[src/rtl/alu_cmd_issuer.sv]
// Command FIFO feeding a fixed-latency external ALU: issues one buffered command at a time,
// captures the result after ALU_LAT cycles and holds it until the consumer accepts it.
module alu_cmd_issuer #(
  parameter int unsigned DEPTH   = 4,
  parameter int unsigned ALU_LAT = 1
) (
  input  logic                     clk,
  input  logic                     reset,
  input  logic                     in_valid,
  output logic                     in_ready,
  input  logic [2:0]               in_opcode,
  input  logic [3:0]               in_a,
  input  logic [3:0]               in_b,
  output logic [2:0]               alu_opcode,
  output logic [3:0]               alu_a,
  output logic [3:0]               alu_b,
  input  logic [7:0]               alu_c,
  output logic                     out_valid,
  input  logic                     out_ready,
  output logic [7:0]               out_c,
  output logic [2:0]               out_opcode,
  output logic [$clog2(DEPTH):0]   count
);

  localparam int unsigned PW = $clog2(DEPTH);
  localparam int unsigned CW = $clog2(DEPTH) + 1;
  localparam logic [CW-1:0] Full = CW'(DEPTH);
  localparam bit SingleCycle = (ALU_LAT <= 1);
  // ISSUE already accounts for one cycle, so WAIT counts down from ALU_LAT-2 to 0.
  localparam logic [2:0] WaitLoad = (ALU_LAT > 1) ? 3'(ALU_LAT - 2) : 3'd0;

  typedef enum logic [1:0] {
    StIdle,
    StIssue,
    StWait,
    StResult
  } state_e;

  state_e          state_q, state_d;
  logic [2:0]      wait_q, wait_d;
  logic [10:0]     mem_q [DEPTH];
  logic [PW-1:0]   wr_ptr_q, rd_ptr_q;
  logic [CW-1:0]   count_q, count_d;
  logic [2:0]      alu_opcode_q;
  logic [3:0]      alu_a_q, alu_b_q;
  logic [7:0]      out_c_q;
  logic [2:0]      out_opcode_q;
  logic            push, pop, capture;
  logic            not_empty;

  assign not_empty  = (count_q != '0);
  assign in_ready   = (count_q != Full);
  assign push       = in_valid && in_ready;
  assign count      = count_q;
  assign out_valid  = (state_q == StResult);
  assign out_c      = out_c_q;
  assign out_opcode = out_opcode_q;
  assign alu_opcode = alu_opcode_q;
  assign alu_a      = alu_a_q;
  assign alu_b      = alu_b_q;

  // FIFO storage carries no reset; the pointers and count define what is valid.
  always_ff @(posedge clk) begin
    if (reset && push) begin
      mem_q[wr_ptr_q] <= {in_opcode, in_a, in_b};
    end
  end

  always_comb begin
    count_d = count_q;
    case ({push, pop})
      2'b10:   count_d = count_q + CW'(1);
      2'b01:   count_d = count_q - CW'(1);
      default: count_d = count_q;
    endcase
  end

  always_ff @(posedge clk) begin
    if (!reset) begin
      wr_ptr_q <= '0;
      rd_ptr_q <= '0;
      count_q  <= '0;
    end else begin
      if (push) begin
        wr_ptr_q <= wr_ptr_q + PW'(1);
      end
      if (pop) begin
        rd_ptr_q <= rd_ptr_q + PW'(1);
      end
      count_q <= count_d;
    end
  end

  // Popping happens on the edge that enters ISSUE, so the head lands on alu_* in that state.
  always_comb begin
    state_d = state_q;
    wait_d  = wait_q;
    pop     = 1'b0;
    capture = 1'b0;
    case (state_q)
      StIdle: begin
        if (not_empty) begin
          state_d = StIssue;
          pop     = 1'b1;
        end
      end
      StIssue: begin
        if (SingleCycle) begin
          state_d = StResult;
          capture = 1'b1;
        end else begin
          state_d = StWait;
          wait_d  = WaitLoad;
        end
      end
      StWait: begin
        if (wait_q == 3'd0) begin
          state_d = StResult;
          capture = 1'b1;
        end else begin
          wait_d = wait_q - 3'd1;
        end
      end
      StResult: begin
        if (out_ready) begin
          if (not_empty) begin
            state_d = StIssue;
            pop     = 1'b1;
          end else begin
            state_d = StIdle;
          end
        end
      end
      default: begin
        state_d = StIdle;
      end
    endcase
  end

  always_ff @(posedge clk) begin
    if (!reset) begin
      state_q      <= StIdle;
      wait_q       <= 3'd0;
      alu_opcode_q <= 3'b000;
      alu_a_q      <= 4'h0;
      alu_b_q      <= 4'h0;
      out_c_q      <= 8'h00;
      out_opcode_q <= 3'b000;
    end else begin
      state_q <= state_d;
      wait_q  <= wait_d;
      if (pop) begin
        {alu_opcode_q, alu_a_q, alu_b_q} <= mem_q[rd_ptr_q];
      end
      if (capture) begin
        out_c_q      <= alu_c;
        out_opcode_q <= alu_opcode_q;
      end
    end
  end

endmodule

[config.mk]
export PLATFORM = sky130hd
export DESIGN_NAME = alu_cmd_issuer
export DESIGN_NICKNAME = d
export VERILOG_FILES = /design/src/rtl/alu_cmd_issuer.sv
export SDC_FILE = /design/constraint.sdc
export NUM_CORES = 1
export LEC_CHECK = 0
export CORE_AREA = 2 2 111 70
export DETAILED_ROUTE_END_ITERATION = 8
export DIE_AREA = 0 0 113 72
export PLACE_DENSITY = 0.7
export SLEW_MARGIN = 20
export SYNTH_ARGS = -nofsm -noshare
export SYNTH_HDL_FRONTEND = slang
export SYNTH_SLANG_ARGS = --single-unit
[constraint.sdc]
create_clock -name clk -period 4.6 [get_ports clk]
set_input_delay 0.46 -clock clk [delete_from_list [all_inputs] [get_ports clk]]
set_output_delay 0.46 -clock clk [all_outputs]
set_load 0.01 [all_outputs]
# --- Word level (Yosys, flattened, before mapping) ---
# Memory sizes are Yosys's and may differ from the RTL's. A register that Yosys moved wholly into a read port is not among the register bits.
# Index checks and enable logic that the tools add are counted.
word_totals:
  reg_bits: 23
  ram_bits: 44
  input_bits: 23
  elab_cells: 45
  memories: 1
memory_table:
  columns: ["name", "depth", "word_bits", "read_ports", "rd_ports_with_merged_regs", "write_ports", "line_no", "text"]
  rows:
  - ["mem_q", 4, 11, 1, 1, 1, "41", "logic [10:0] mem_q [DEPTH];"]
op_classes:
  n_addsub: 5
  n_eq_ne: 9
  muxes: 13
  n_bitwise: 1
  reduce_logical: 9
op_table:
  columns: ["cell", "count"]
  rows:
  - ["case mux 2 bit (4 select lines)", 1]
  - ["equality test 2 bit (second input constant)", 3]
  - ["two-way mux 1 bit", 6]
  - ["two-way mux 2 bit", 3]
  - ["case mux 3 bit (2 select lines)", 1]
  - ["subtractor 3 x 1 -> 3 bit (second input constant)", 2]
  - ["adder 2 x 1 -> 2 bit (second input constant)", 2]
  - ["equality test 2 x 1 -> 1 bit (second input constant)", 2]
  - ["!= test 2 bit (second input constant)", 2]
  - ["case mux 1 bit (2 select lines)", 2]
  - ["adder 3 x 1 -> 3 bit (second input constant)", 1]
  - ["logical NOT 3 bit", 1]
  - ["!= test 3 bit (second input constant)", 1]
  - ["AND reduction 3 bit", 1]
  - ["nonzero test 3 bit", 1]
  - ["logical AND 1 bit", 2]
  - ["logical NOT 2 bit", 1]
  - ["!= test 2 x 1 -> 1 bit (second input constant)", 1]
  - ["AND reduction 2 bit", 1]
  - ["nonzero test 2 bit", 1]
  - ["logical NOT 1 bit", 1]
  - ["NOT 1 bit", 1]

# --- Depth between registers and ports, before layout ---
depth:
  word_depth: 6
  mapped_depth: 11

# --- Least setup slack after synthesis ---
# Ideal clock, no wire load.
synth_timing:
  kind: "reg2reg"
  startpoint: "reg state_q[0]"
  endpoint: "reg count_q[2], in the netlist count[2]"
  setup_time_ns: 0.071
  arrival_ns: 2.482
  slack_ns: 2.047
  stages_incl_launch_ff: 11
  path_buffers: 1
  period_less_slack_ns: 2.553
  path_cell_list: "dfxtp_1 inv_1 ha_1 nor3_4 buf_6 ha_1 inv_1 fa_1 xor2_1 or3_1 a21oi_1"
synth_between:
  elab_chain_cells: 4
synth_rtl:
  columns: ["item", "line_no", "text"]
  rows:
  - ["start, declared", "39", "state_e state_q, state_d;"]
  - ["start signal, assigned", "142", "state_q <= StIdle;"]
  - ["start signal, assigned", "150", "state_q <= state_d;"]
  - ["equality test 2 bit / logical NOT 2 bit (equally long branches)", "100", "case (state_q)"]
  - ["case mux 1 bit (2 select lines) (*)", "100", null]
  - ["via pop", "48", "logic push, pop, capture;"]
  - ["equality test 2 x 1 -> 1 bit / equality test 2 bit (equally long branches)", "71", "case ({push, pop})"]
  - ["case mux 3 bit (2 select lines) / nonzero test 2 bit (equally long branches)", null, null]
  - ["end signal, assigned", "90", "count_q <= count_d;"]
  - ["end, declared", "43", "logic [CW-1:0] count_q, count_d;"]
# The timed path passes the listed nets; every way through them passes the cells marked *.
# A chain may end at the register's enable or synchronous reset.

# --- Final worst setup path ---
layout_timing:
  startpoint: "reg state_q[0]"
  endpoint: "reg count_q[2], in the netlist count[2]"
layout_between:
  elab_chain_cells: 4
layout_rtl:
  columns: ["item", "line_no"]
  rows:
  - ["equality test 2 bit / logical NOT 2 bit (equally long branches)", "100"]
  - ["case mux 1 bit (2 select lines) (*)", "100"]
  - ["equality test 2 x 1 -> 1 bit / equality test 2 bit (equally long branches)", "71"]
  - ["case mux 3 bit (2 select lines) / nonzero test 2 bit (equally long branches)", null]
# Mark *: on every way between the ends. The rest lies on a longest branch, timed or not.

==> results.tsv <==
stage	metric	value	unit
critical_path	crit_chain	inv_1, ha_1, nor3_4, buf_4, ha_1, inv_1, fa_1, xor2_1, or3_1, a21oi_1	
global_route	grt_max_degree	29	
synthesis	syn_inst	228	
synthesis	synth-edff-count	44	
layout	diodes	0	
die	core_area	0.00709	mm^2
sta	setup_tns	0	ns
critical_path	slowest_stage	dfxtp_1	
min_path	min_path_type	reg2reg	
drt	ant_nets	0	
synthesis	ys_warn_count	0	
synthesis	synth_nets	264	
synthesis	synth_area_per_cell	13.7	um^2
drt	wl_per_cell	15.0	um
critical_path	criticalPathCategory	reg2reg	
min_path	hold_depth	2	
synthesis	netlist_area	0.00313	mm^2
sta	tightestPinTransition	0.899	ns
sta	rsz0062_at_grt	no	
clock_tree	clock-root-buffer	clkbuf_16	
sta	finClkSkew	0.00486	ns
global_route	grt_pass1_wl	8.95	mm
critical_path	setup.worst_path.end_class	flop	
sta	min_period	2.67	ns
job	cap_violations	0	
power	pwr_density_cell	540	mW/mm^2
critical_path	crit_arrival	2.92	ns
clock_tree	cts_buffers	9	
layout	final_cells	373	
global_route	grt-ovfl-total	0	
power	ir_drop	0.205	mV
clock_tree	worstSkewPairLatency	0.33	ns
sta	hold_viol_final	0	
die	die_w	113	um
critical_path	required	4.85	ns
critical_path	reg2reg_depth	10	
sta	slew_headroom	39.9	%
drt	drt_first_pass_iters	6	
clock_tree	cts_resized	0	
die	die_y	72	um
outcome	violations	DRC	
clock_tree	path_clk_slew	0.06	ns
placement	place_inst	357	
drt	viasPerCell	4.87	
critical_path	crit_fanout	15	
synthesis	yosys.area.top_type_share	42.2	%
die	io_pins	50	
clock_tree	cts_tree	built	
synthesis	yosysTopAreaCell	edfxtp_1	
layout	stdcell_area	0.00397	mm^2
clock_tree	max-clock-path-buffers	2	
global_route	antenna_found_initial	0	
placement	place_area	0.00367	mm^2
sta	final-setup-viol-count	0	
drt	drtIter0Drc	113	
global_route	grtUsageTotal	14.8	%
sta	min_period_over_period	58.1	%
layout	area_delta_synth_final	26.6	%
global_route	grt_pass1_vias	1707	
sta	slew_violations	0	
layout	nets	313	
drt	dr_total_vias	1816	
placement	gp_congestion	0.762	
sta	max_freq	374	MHz
synthesis	synth_ff_type	edfxtp_1	
clock_tree	postCtsSetupBuffers	0	
die	initial_core_util	44.2	%
layout	n_fill_cell	591	
sta	holdWs	0.470	ns
die	dieArea	0.00814	mm^2
critical_path	max_stage_delay	0.38	ns
die	num_rows	24	
placement	dp_hpwl	3.62	mm
synthesis	yosysSeqAreaShare	63.9	%
synthesis	async_flop_share	0	%
critical_path	start_kind	flop	
power	p_leak	1.38	nW
clock_tree	cts.sinks	78	
outcome	status	finished with violations	
synthesis	synthDistinctLibCells	33	
clock_tree	cts_hold_buf	0	
drt	drc	6	
synthesis	synth_seq_cells	78	
clock_tree	htreeDepth	3	
drt	wl	5.59	mm
synthesis	ys_top_cells_by_area	edfxtp_1, dfxtp_1, mux4_2, ha_1, mux2i_1	
placement	port_buffers	49	
layout	drive_above_1_share	11.7	%
## cells in the mapped netlist (2+ instances only)
cell and count:
a21oi_1 6, nand2_1 14, xor2_1 2, mux4_2 11, edfxtp_1 44, buf_6 3
dfxtp_1 34, and2_1 2, inv_1 11, ha_1 12, nand3_1 12, nand2b_1 2
nor2_1 21, clkbuf_1 7, o21ai_0 13, mux2i_1 11, xnor2_1 3, and3_1 4
buf_2 2
## through the flow
stage	setup WS (ns)	utilization, %	power, W
floorplan	2.05	-	0.00127
global placement	1.86	51.8	0.00148
detailed placement	1.81	51.8	0.00149
CTS	1.92	55.9	0.00217
global route	1.74	55.9	0.00227
finish	1.93	55.9	0.00214
## where the power goes
| part | internal (W) | leakage, nW | switching, W |
|---|---|---|---|
| Clock | 0.000378 | 0.140 | 0.000289 |
| Sequential | 0.000837 | 0.676 | 0.0000779 |
| Combinational | 0.000292 | 0.560 | 0.000267 |
## layer usage
layer | part of all wire (%) | vias up | GRT usage, %
met5 | 0 | - | 0
met4 | 0.72 | 0 | 4.88
met3 | 7.5 | 5 | 6.10
met2 | 43 | 45 | 21.5
met1 | 49 | 847 | 20.4
li1 | - | 919 | -
## critical path, delay by kind of cell, from the launching register on
kind | cells | cell delay (ns)
AO/OA/AOI/OAI | 1 | 0.13
AND/OR/NAND/NOR | 2 | 0.49
flip-flops | 1 | 0.38
buffers and inverters | 3 | 0.44
XOR/XNOR | 1 | 0.16
adder cells (fa/ha/maj) | 3 | 0.99
## state kept, by name (all words and copies together), names as in the netlist
name	count
state_q	2
out_opcode	3
count	3
mem_q	44
rd_ptr_q	2
wait_q	3
out_c	8
alu_a	4
alu_b	4
alu_opcode	3
wr_ptr_q	2
## logic make-up (layout without fill, tap and decap cells)
group | count (synthesis) | after routing | share of synthesized area (%)
flops | 78 | 78 | 63.9
mux | 22 | 22 | 11.4
simple gates | 62 | 62 | 9.71
xor+xnor | 5 | 5 | 1.40
fa+ha+maj | 13 | 13 | 5.43
buf+inv | 24 | 78 | 3.68
compound gates | 24 | 24 | 4.43
## cells in the final DEF, fill, tap and decap left out, drive strengths merged
cell type / synthesis / final
nand3: 12 / 12
nand2: 14 / 14
a222oi: 1 / 1
dfxtp: 34 / 34
inv: 12 / 18
clkinvlp: 0 / 1
and3b: 1 / 1
and2: 2 / 2
ha: 12 / 12
fa: 1 / 1
o31ai: 1 / 1
nor3: 3 / 3
mux4: 11 / 11
xnor2: 3 / 3
nor2: 21 / 21
a211oi: 1 / 1
or3b: 1 / 1
nand2b: 2 / 2
or3: 1 / 1
clkdlybuf4s50: 0 / 49
xor2: 2 / 2
a21oi: 6 / 6
buf: 5 / 1
a21bo: 1 / 1
mux2i: 11 / 11
clkbuf: 7 / 9
and3: 4 / 4
nand3b: 1 / 1
edfxtp: 44 / 44
a311oi: 1 / 1
o21ai: 13 / 13
## cell type report
type	instances	area (um^2)	share of cell area (%)
sequential	78	2000	50.5
multi-input combinational	126	1020	25.7
timing repair buffer	50	498	12.6
clock buffer	9	225	5.68
tap	91	114	2.87
clock inverter	7	62.6	1.58
inverter	12	45.0	1.14
## path summary, 6_finish.rpt
path / from / end / slack [ns]
worst max-delay path: state_q[0]$_SDFFE_PN0P_ / count[2]$_SDFFE_PN0P_ / 1.93
worst min-delay path: out_c[7]$_SDFFE_PN0P_ / out_c[7]$_SDFFE_PN0P_ / 0.47
worst max register to register: state_q[0]$_SDFFE_PN0P_ / count[2]$_SDFFE_PN0P_ / 1.93
worst min register to register: out_c[7]$_SDFFE_PN0P_ / out_c[7]$_SDFFE_PN0P_ / 0.47
Power figures use the tool's default switching activity.
